--- src/rtl/ram_pkg.sv ---
// Shared types and helpers for the banked scratch RAM: FSM states, clog2, even parity.
package ram_pkg;

  typedef enum logic {
    CLEAR = 1'b0,
    IDLE  = 1'b1
  } state_t;

  function automatic int clog2(input int n);
    int r;
    r = 0;
    while ((1 << r) < n) r++;
    return r;
  endfunction

`ifdef RAM_BANKED_PARITY_EN
  function automatic logic even_par(input logic [63:0] d);
    return ^d;
  endfunction
`endif

endpackage

--- src/rtl/ram_bank.sv ---
// One WORDS x W bank: synchronous write, registered read (1 cycle), no backpressure.
// The caller guarantees that we and re are never asserted together.
module ram_bank #(
  parameter int W     = 8,
  parameter int WORDS = 4,
  parameter int WW    = 2
) (
  input  logic          clk,
  input  logic          clr,
  input  logic          we,
  input  logic          re,
  input  logic [WW-1:0] addr,
  input  logic [W-1:0]  wdata,
  output logic [W-1:0]  rdata
);

  logic [W-1:0] mem_q [WORDS];
  logic [W-1:0] rdata_d;
  logic [W-1:0] rdata_q;

  always_comb begin
    rdata_d = rdata_q;
    if (re) rdata_d = mem_q[addr];
  end

  // Storage has no reset; the top-level clear engine zeroes it after clr.
  always_ff @(posedge clk) begin
    if (we) mem_q[addr] <= wdata;
  end

  always_ff @(posedge clk) begin
    if (clr) rdata_q <= '0;
    else     rdata_q <= rdata_d;
  end

  assign rdata = rdata_q;

endmodule

--- src/rtl/ram_banked.sv ---
// Banked scratch RAM with post-reset clear engine; parity option via RAM_BANKED_PARITY_EN.
// Reads return after 1 cycle with rd_valid; ready is low while clearing and req is then ignored.
module ram_banked
  import ram_pkg::*;
#(
  parameter  int DATA_W = 8,
  parameter  int BANKS  = 2,
  parameter  int WORDS  = 4,
  localparam int BW     = clog2(BANKS),
  localparam int WW     = clog2(WORDS),
  localparam int AW     = BW + WW
) (
  input  logic              clk,
  input  logic              clr,
  input  logic              req,
  input  logic              rw,
  input  logic [AW-1:0]     addr,
  input  logic [DATA_W-1:0] data_in,
  output logic [DATA_W-1:0] data_out,
  output logic              rd_valid,
  output logic              ready,
  output logic              busy
`ifdef RAM_BANKED_PARITY_EN
  , output logic            parity_err
`endif
);

  localparam int SW = (BW > 0) ? BW : 1;
`ifdef RAM_BANKED_PARITY_EN
  localparam int MW = DATA_W + 1;
`else
  localparam int MW = DATA_W;
`endif

  state_t        state_q, state_d;
  logic [WW-1:0] cnt_q, cnt_d;
  logic [SW-1:0] bank_sel;
  logic [SW-1:0] bank_sel_q, bank_sel_d;
  logic          rd_valid_q, rd_valid_d;
  logic [WW-1:0] word_sel;
  logic          clearing;
  logic          acc_wr;
  logic          acc_rd;
  logic [WW-1:0] bank_addr;
  logic [MW-1:0] bank_wdata;
  logic [MW-1:0] bank_rdata [BANKS];
  logic [MW-1:0] rd_word;

  assign word_sel = addr[WW-1:0];

  if (BW > 0) begin : g_sel
    assign bank_sel = addr[AW-1:WW];
  end else begin : g_nosel
    assign bank_sel = '0;
  end

  assign ready    = (state_q == IDLE) && !clr;
  assign busy     = !ready;
  assign clearing = (state_q == CLEAR);
  assign acc_wr   = req && ready && rw;
  assign acc_rd   = req && ready && !rw;

  // While clearing, every bank writes word cnt_q in parallel.
  assign bank_addr = clearing ? cnt_q : word_sel;

  always_comb begin
    bank_wdata = '0;
    if (!clearing) begin
`ifdef RAM_BANKED_PARITY_EN
      bank_wdata = {even_par(64'(data_in)), data_in};
`else
      bank_wdata = data_in;
`endif
    end
  end

  always_comb begin
    state_d    = state_q;
    cnt_d      = cnt_q;
    bank_sel_d = bank_sel_q;
    rd_valid_d = acc_rd;
    case (state_q)
      CLEAR: begin
        cnt_d = cnt_q + WW'(1);
        if (cnt_q == WW'(WORDS - 1)) begin
          state_d = IDLE;
          cnt_d   = '0;
        end
      end
      default: ;
    endcase
    if (acc_rd) bank_sel_d = bank_sel;
  end

  always_ff @(posedge clk) begin
    if (clr) begin
      state_q    <= CLEAR;
      cnt_q      <= '0;
      bank_sel_q <= '0;
      rd_valid_q <= 1'b0;
    end else begin
      state_q    <= state_d;
      cnt_q      <= cnt_d;
      bank_sel_q <= bank_sel_d;
      rd_valid_q <= rd_valid_d;
    end
  end

  for (genvar b = 0; b < BANKS; b++) begin : g_bank
    ram_bank #(
      .W     (MW),
      .WORDS (WORDS),
      .WW    (WW)
    ) u_bank (
      .clk   (clk),
      .clr   (clr),
      .we    (clearing || (acc_wr && (bank_sel == SW'(b)))),
      .re    (acc_rd && (bank_sel == SW'(b))),
      .addr  (bank_addr),
      .wdata (bank_wdata),
      .rdata (bank_rdata[b])
    );
  end

  // Bank select registered at the read edge, so later addr changes don't disturb data_out.
  always_comb begin
    rd_word = '0;
    for (int b = 0; b < BANKS; b++) begin
      if (bank_sel_q == SW'(b)) rd_word = bank_rdata[b];
    end
  end

  assign data_out = clr ? '0 : rd_word[DATA_W-1:0];
  assign rd_valid = rd_valid_q && !clr;

`ifdef RAM_BANKED_PARITY_EN
  assign parity_err = rd_valid &&
                      (even_par(64'(rd_word[DATA_W-1:0])) != rd_word[DATA_W]);
`endif

endmodule
--- config.mk ---
export PLATFORM = sky130hd
export DESIGN_NAME = ram_banked
export DESIGN_NICKNAME = d
export VERILOG_FILES = /design/src/rtl/ram_pkg.sv /design/src/rtl/ram_bank.sv /design/src/rtl/ram_banked.sv
export SDC_FILE = /design/constraint.sdc
export NUM_CORES = 1
export LEC_CHECK = 0
export ABC_AREA = 1
export CAP_MARGIN = 20
export CORE_ASPECT_RATIO = 0.9
export CORE_UTILIZATION = 60
export CTS_BUF_LIST = sky130_fd_sc_hd__clkbuf_8
export DETAILED_ROUTE_END_ITERATION = 6
export PLACE_DENSITY_LB_ADDON = 0.15
export SLEW_MARGIN = 5
export SYNTH_ARGS = -nofsm -noshare
export SYNTH_HDL_FRONTEND = slang
export SYNTH_SLANG_ARGS = --single-unit
--- constraint.sdc ---
create_clock -name clk -period 2 [get_ports clk]
set_clock_uncertainty 0.05 [all_clocks]
set_input_delay 0.5 -clock clk [delete_from_list [all_inputs] [get_ports clk]]
set_output_delay 0.5 -clock clk [all_outputs]
set_load 0.01 [all_outputs]
==> Word level (Yosys, flattened, before mapping) <==
Memories as Yosys holds them, arrays and structs flattened. A register that Yosys moved wholly into a read port is not among the register bits.
Index checks and enable logic that the tools add are counted.
{ "classes": {"add_sub_neg": 1, "eq_ne": 1, "n_mux": 11, "bitwise_logic": 2, "n_reduce_logical": 14} }
{ "op_table": {"columns": ["op", "n"], "rows": [
  ["8-bit two-way mux", 3],
  ["1-bit logical AND", 9],
  ["1-bit two-way mux", 6],
  ["2-bit two-way mux", 2],
  ["1-bit logical NOT", 3],
  ["2-bit by 1-bit adder with 2-bit output, second input constant", 1],
  ["2-bit equality test, second input constant", 1],
  ["1-bit logical OR", 2],
  ["1-bit NOT", 2]
]} }
{ "totals": {"register_bits": 5, "mem_bits_rw": 64, "output_inout_bits": 11, "mem_count": 2} }
{ "memory_table": {"columns": ["memory", "words", "word_bits", "read_ports", "rd_ports_with_merged_regs", "wr", "line_no", "rtl"], "rows": [
  ["g_bank[0].u_bank.mem_q", 4, 8, 1, 1, 1, "ram_bank.sv:17", "logic [W-1:0] mem_q [WORDS];"],
  ["g_bank[1].u_bank.mem_q", 4, 8, 1, 1, 1, "ram_bank.sv:17", null]
]} }

==> Logic depth before layout (Yosys ltp) <==
Gate-level depths: netlist of run 1.
{ "depth": {"ltp_word": 8, "mapped_depth": 11} }

==> Cells and area by module <==
A second synthesis of run 1 with hierarchy kept.
{ "hier_totals": {"cells_unflattened": 336, "hier_area_um2": 3549.7} }
{ "by_module_without_submodules": {"columns": ["mod", "instances", "cells_per_inst", "area_each_um2", "seq_area_each_um2"], "rows": [
  ["ram_bank", 2, 126, 1539.0, 1121.1],
  ["ram_banked", 1, 84, 471.7, 100.1]
]} }

==> Least setup slack after synthesis of run 1 <==
Ideal clock, no wire load.
{ "synth_path": {"kind": "input-to-output", "start": "input port clr", "end": "output port data_out[4]", "arrival_time_ns": 1.327, "slack_ns": 0.123, "path_stages": 5, "path_buffers": 2, "path_cell_list": "inv_1 clkbuf_1 buf_1 o21ai_0 nor2_1"} }
{ "synth_between": {"elab_chain_cells": 1} }
{ "synth_lines": {"columns": ["element", "line_no", "rtl"], "rows": [
  ["start: declaration", "ram_banked.sv:14", "input logic clr,"],
  ["8-bit two-way mux", "ram_banked.sv:133", "assign data_out = clr ? '0 : rd_word[DATA_W-1:0];"],
  ["end: declaration", "ram_banked.sv:19", "output logic [DATA_W-1:0] data_out,"]
]} }
No other way between the ends.

==> Final worst setup path of run 1 <==
{ "layout_path": {"start": "input port clr", "end": "output port data_out[1]"} }
Same word-level chain as after synthesis.

==> results of run 1 <==
[registers in the layout, summed over array words and instances, names as in the netlist]
register / count
cnt_q: 2
rd_valid_q: 1
state_q: 1
g_bank.u_bank.mem_q: 64
g_bank.u_bank.rdata: 16
bank_sel_q: 1
[area by class of cell]
| class | count | area share, % |
|---|---|---|
| well taps | 70 | 1.99 |
| flip-flops and latches | 85 | 53.2 |
| repair buffers | 63 | 11.8 |
| clock buffers | 9 | 2.81 |
| multi-input cells | 226 | 24.5 |
| clock inverters | 7 | 2.21 |
| inverters | 39 | 3.46 |
[report_power, final]
group          switching, mW  total (mW)  internal [mW]  leakage (nW)
registers              0.119        2.48           2.36         0.792
clock network          0.613        1.32          0.709         0.112
logic                  0.900        1.41          0.514          1.01
[cells in the mapped netlist]
master	count
sky130_fd_sc_hd__nor2_1	35
sky130_fd_sc_hd__inv_2	2
sky130_fd_sc_hd__buf_4	2
sky130_fd_sc_hd__clkinv_2	1
sky130_fd_sc_hd__edfxtp_1	64
sky130_fd_sc_hd__inv_1	35
sky130_fd_sc_hd__buf_2	5
sky130_fd_sc_hd__dfxtp_1	21
sky130_fd_sc_hd__nand2_4	4
sky130_fd_sc_hd__o21ai_1	2
sky130_fd_sc_hd__ha_1	1
sky130_fd_sc_hd__nand2_2	1
sky130_fd_sc_hd__nand2_8	2
sky130_fd_sc_hd__nor2_2	1
sky130_fd_sc_hd__nand3_1	56
sky130_fd_sc_hd__a21oi_1	18
sky130_fd_sc_hd__inv_6	1
sky130_fd_sc_hd__nand3_4	1
sky130_fd_sc_hd__buf_1	1
sky130_fd_sc_hd__nor2_4	1
sky130_fd_sc_hd__nor2_8	1
sky130_fd_sc_hd__nand2_1	87
sky130_fd_sc_hd__o21ai_0	16
sky130_fd_sc_hd__buf_6	5
sky130_fd_sc_hd__clkbuf_1	4
[path summary, 6_finish.rpt]
check / from / slack, ns / depth (start not counted) / endpoint
max: clr / 0.05 / 6 / data_out[1]
min: g_bank[0].u_bank.rdata[0]$_SDFFE_PP0P_ / 0.47 / 2 / g_bank[0].u_bank.rdata[0]$_SDFFE_PP0P_
max reg2reg: state_q$_SDFF_PP0_ / 0.20 / 9 / g_bank[0].u_bank.rdata[0]$_SDFFE_PP0P_
min reg2reg: g_bank[0].u_bank.rdata[0]$_SDFFE_PP0P_ / 0.47 / 2 / g_bank[0].u_bank.rdata[0]$_SDFFE_PP0P_
[metal layers]
layer	up-vias	global-route usage, %
met4	0	8.47
met2	114	44.0
met5	-	0
met1	1277	34.9
met3	14	8.13
li1	1327	-
[logic make-up after synthesis]
kind of cell / after synthesis / synth area share (%)
simple gates: 189 / 24.0
flops: 85 / 63.5
buf+inv: 56 / 7.26
compound gates: 36 / 4.89
fa+ha+maj: 1 / 0.339
[repair_timing]
item	CTS	global route
setup endpoints to repair	11	7
cloned	0	0
gates resized for setup	23	8
buffers inserted	0	0
[critical path: cells and delay by family]
kind / cells / cell delay, ns
compound gates: 2 / 0.20
buf+inv: 4 / 0.70
==> results by group, run 1 <==
Status
  • Status: finished with violations
  • Violations in the final reports: design-rule violations

Floorplan
  • I/O pin cnt: 26
  • Die span in y: 76.4 um
  • DIE AREA: 6460 sq um
  • Core region area: 5790 sq um
  • Starting density of the core: 63.7%
  • Horizontal die dimension: 84.6 um
  • Number of rows in the core area: 26

Route
  • Antenna Nets Post-Route: 0
  • Met1 Routed Length: 3.23 mm
  • Overall routed net length: roughly 8 mm
  • Met3 WL post-DR: between 600 and 700 um
  • Count of routing violations after the opening detailed-route iteration: approximately 160
  • Total DRC errors in the routed layout: 4
  • Met2 wire len: ~3.8 mm
  • Wirelength per Cell: 15.6 um
  • Routed vias/inst: between 5 and 6
  • Detailed-route via count: 2732
  • Highest layer used for signal routing: met4
  • First-pass iteration count of the detailed router: 7

Clock network
  • Clock tree from TritonCTS: yes
  • Clock latency reported for the late side of the worst-skew pair: around 0.36 ns
  • Clock slew at reported path FFs: approximately 0.08 ns
  • CTS H-tree depth: 3
  • Clock Path Buffers: 2
  • Hold Buf Count CTS: 0
  • TritonCTS Buffers: 9
  • Clk Tree Root Cell: sky130_fd_sc_hd__clkbuf_8
  • Total clock sinks: 85

Worst setup path
  • Critical Setup Path Class: in2out
  • Required time at the worst-slack endpoint: 1.45 ns
  • Worst path slowest cell: sky130_fd_sc_hd__dlygate4sd2_1
  • Ordered list of cells on the worst path: dlygate4sd2_1, inv_2, buf_12, o21ai_0, a21oi_1, clkdlybuf4s15_2
  • Kind of end point of the critical path: primary output
  • Worst Setup Start Kind: primary input
  • Critical Path AT: 1.40 ns
  • CP max stage delay: 0.26 ns
  • Crit-path max FO: 12

STA
  • Worst hold slack: 0.469 ns
  • Time the final worst path needs with I/O delays and setup: slightly below 2 ns
  • Max-slew violation count: 0
  • Worst Setup Slack, final: around 0.048 ns
  • Final Hold Viols: 0
  • Setup TNS: 0 ns
  • Final period utilization: 97.6%
  • RSZ-0062 raised after global routing: false
  • Peak Freq: 512 MHz
  • Relative slew slack: 75.9%
  • Worst Max-Slew Pin Slew: 0.362 ns
  • Setup-violating endpoint count in the final report: 0

Yosys
  • Yosys reg bits: 85
  • Mean Syn Cell Area: about 10 sq um
  • Synth Warn #: 0
  • Distinct cell type count after synthesis: 25
  • Post-synthesis sequential area ratio: 63.5%
  • Combined area of all synthesized cells: about 3700 sq um
  • Gate count of the mapped netlist: 367
  • Library cell with the largest summed area after synthesis: sky130_fd_sc_hd__edfxtp_1
  • Largest cells by area after synthesis: sky130_fd_sc_hd__edfxtp_1, sky130_fd_sc_hd__dfxtp_1, sky130_fd_sc_hd__nand2_1
  • Yosys top cell area share: between 50% and 60%
  • Net count after synthesis: 383

GRT
  • Number of global-route vias before repair: about 2600
  • Wire length of the first global-routing pass: 12.8 mm
  • Largest net degree at the start of global routing: 24
  • Number of antenna violations at the first check in global routing: 0
  • GRT Total Usage: 27.0%
  • Congestion Overflow GR: 0

Power
  • Pwr per Cell Area: approximately 1200 nW/um^2
  • Power after layout: 5.22 mW
  • Max IR drop VDD: 0.000815 V
  • Leakage: 1.91 nW

Flow run
  • Max-cap violations: 0

Placement
  • Total placed instance area: 4210 sq um
  • Placer congestion estimate: 0.779
  • HPWL reported at the end of detailed placement: 5.33 mm
  • Worst setup slack before clock tree synthesis: -0.480 ns
  • Placed cell count: 483
  • Port Buf Inserts: 25

Final layout
  • Layout cells sized above 1: 17.9%
  • Final Net Count: 440
  • Utilization after layout: 76.1%
  • Area used by multi-input combinational logic: 1080 sq um
  • Fill cell count: 430
  • Layout-stage area growth over the synthesis result: 19.5%
  • Non-filler cells, final: 499
  • Post-layout instance area: 4410 sq um
  • Leading cell types in the layout, fill and taps excluded: sky130_fd_sc_hd__nand2_1, sky130_fd_sc_hd__edfxtp_1, sky130_fd_sc_hd__nand3_1
  • Antenna diode count: 0
  • Most common cell after layout, fill and taps aside: sky130_fd_sc_hd__nand2_1
  • Storage element area: 2340 sq um

Worst hold path
  • Worst min-delay path class: reg2reg
Note: power is estimated with default switching activity, not from simulation.
==> run 2, diff against run 1 <==
SLEW_MARGIN = 15   (was 5)
==> results of run 2 <==
The final DEF is identical to that of run 1; final timing and power are the same.
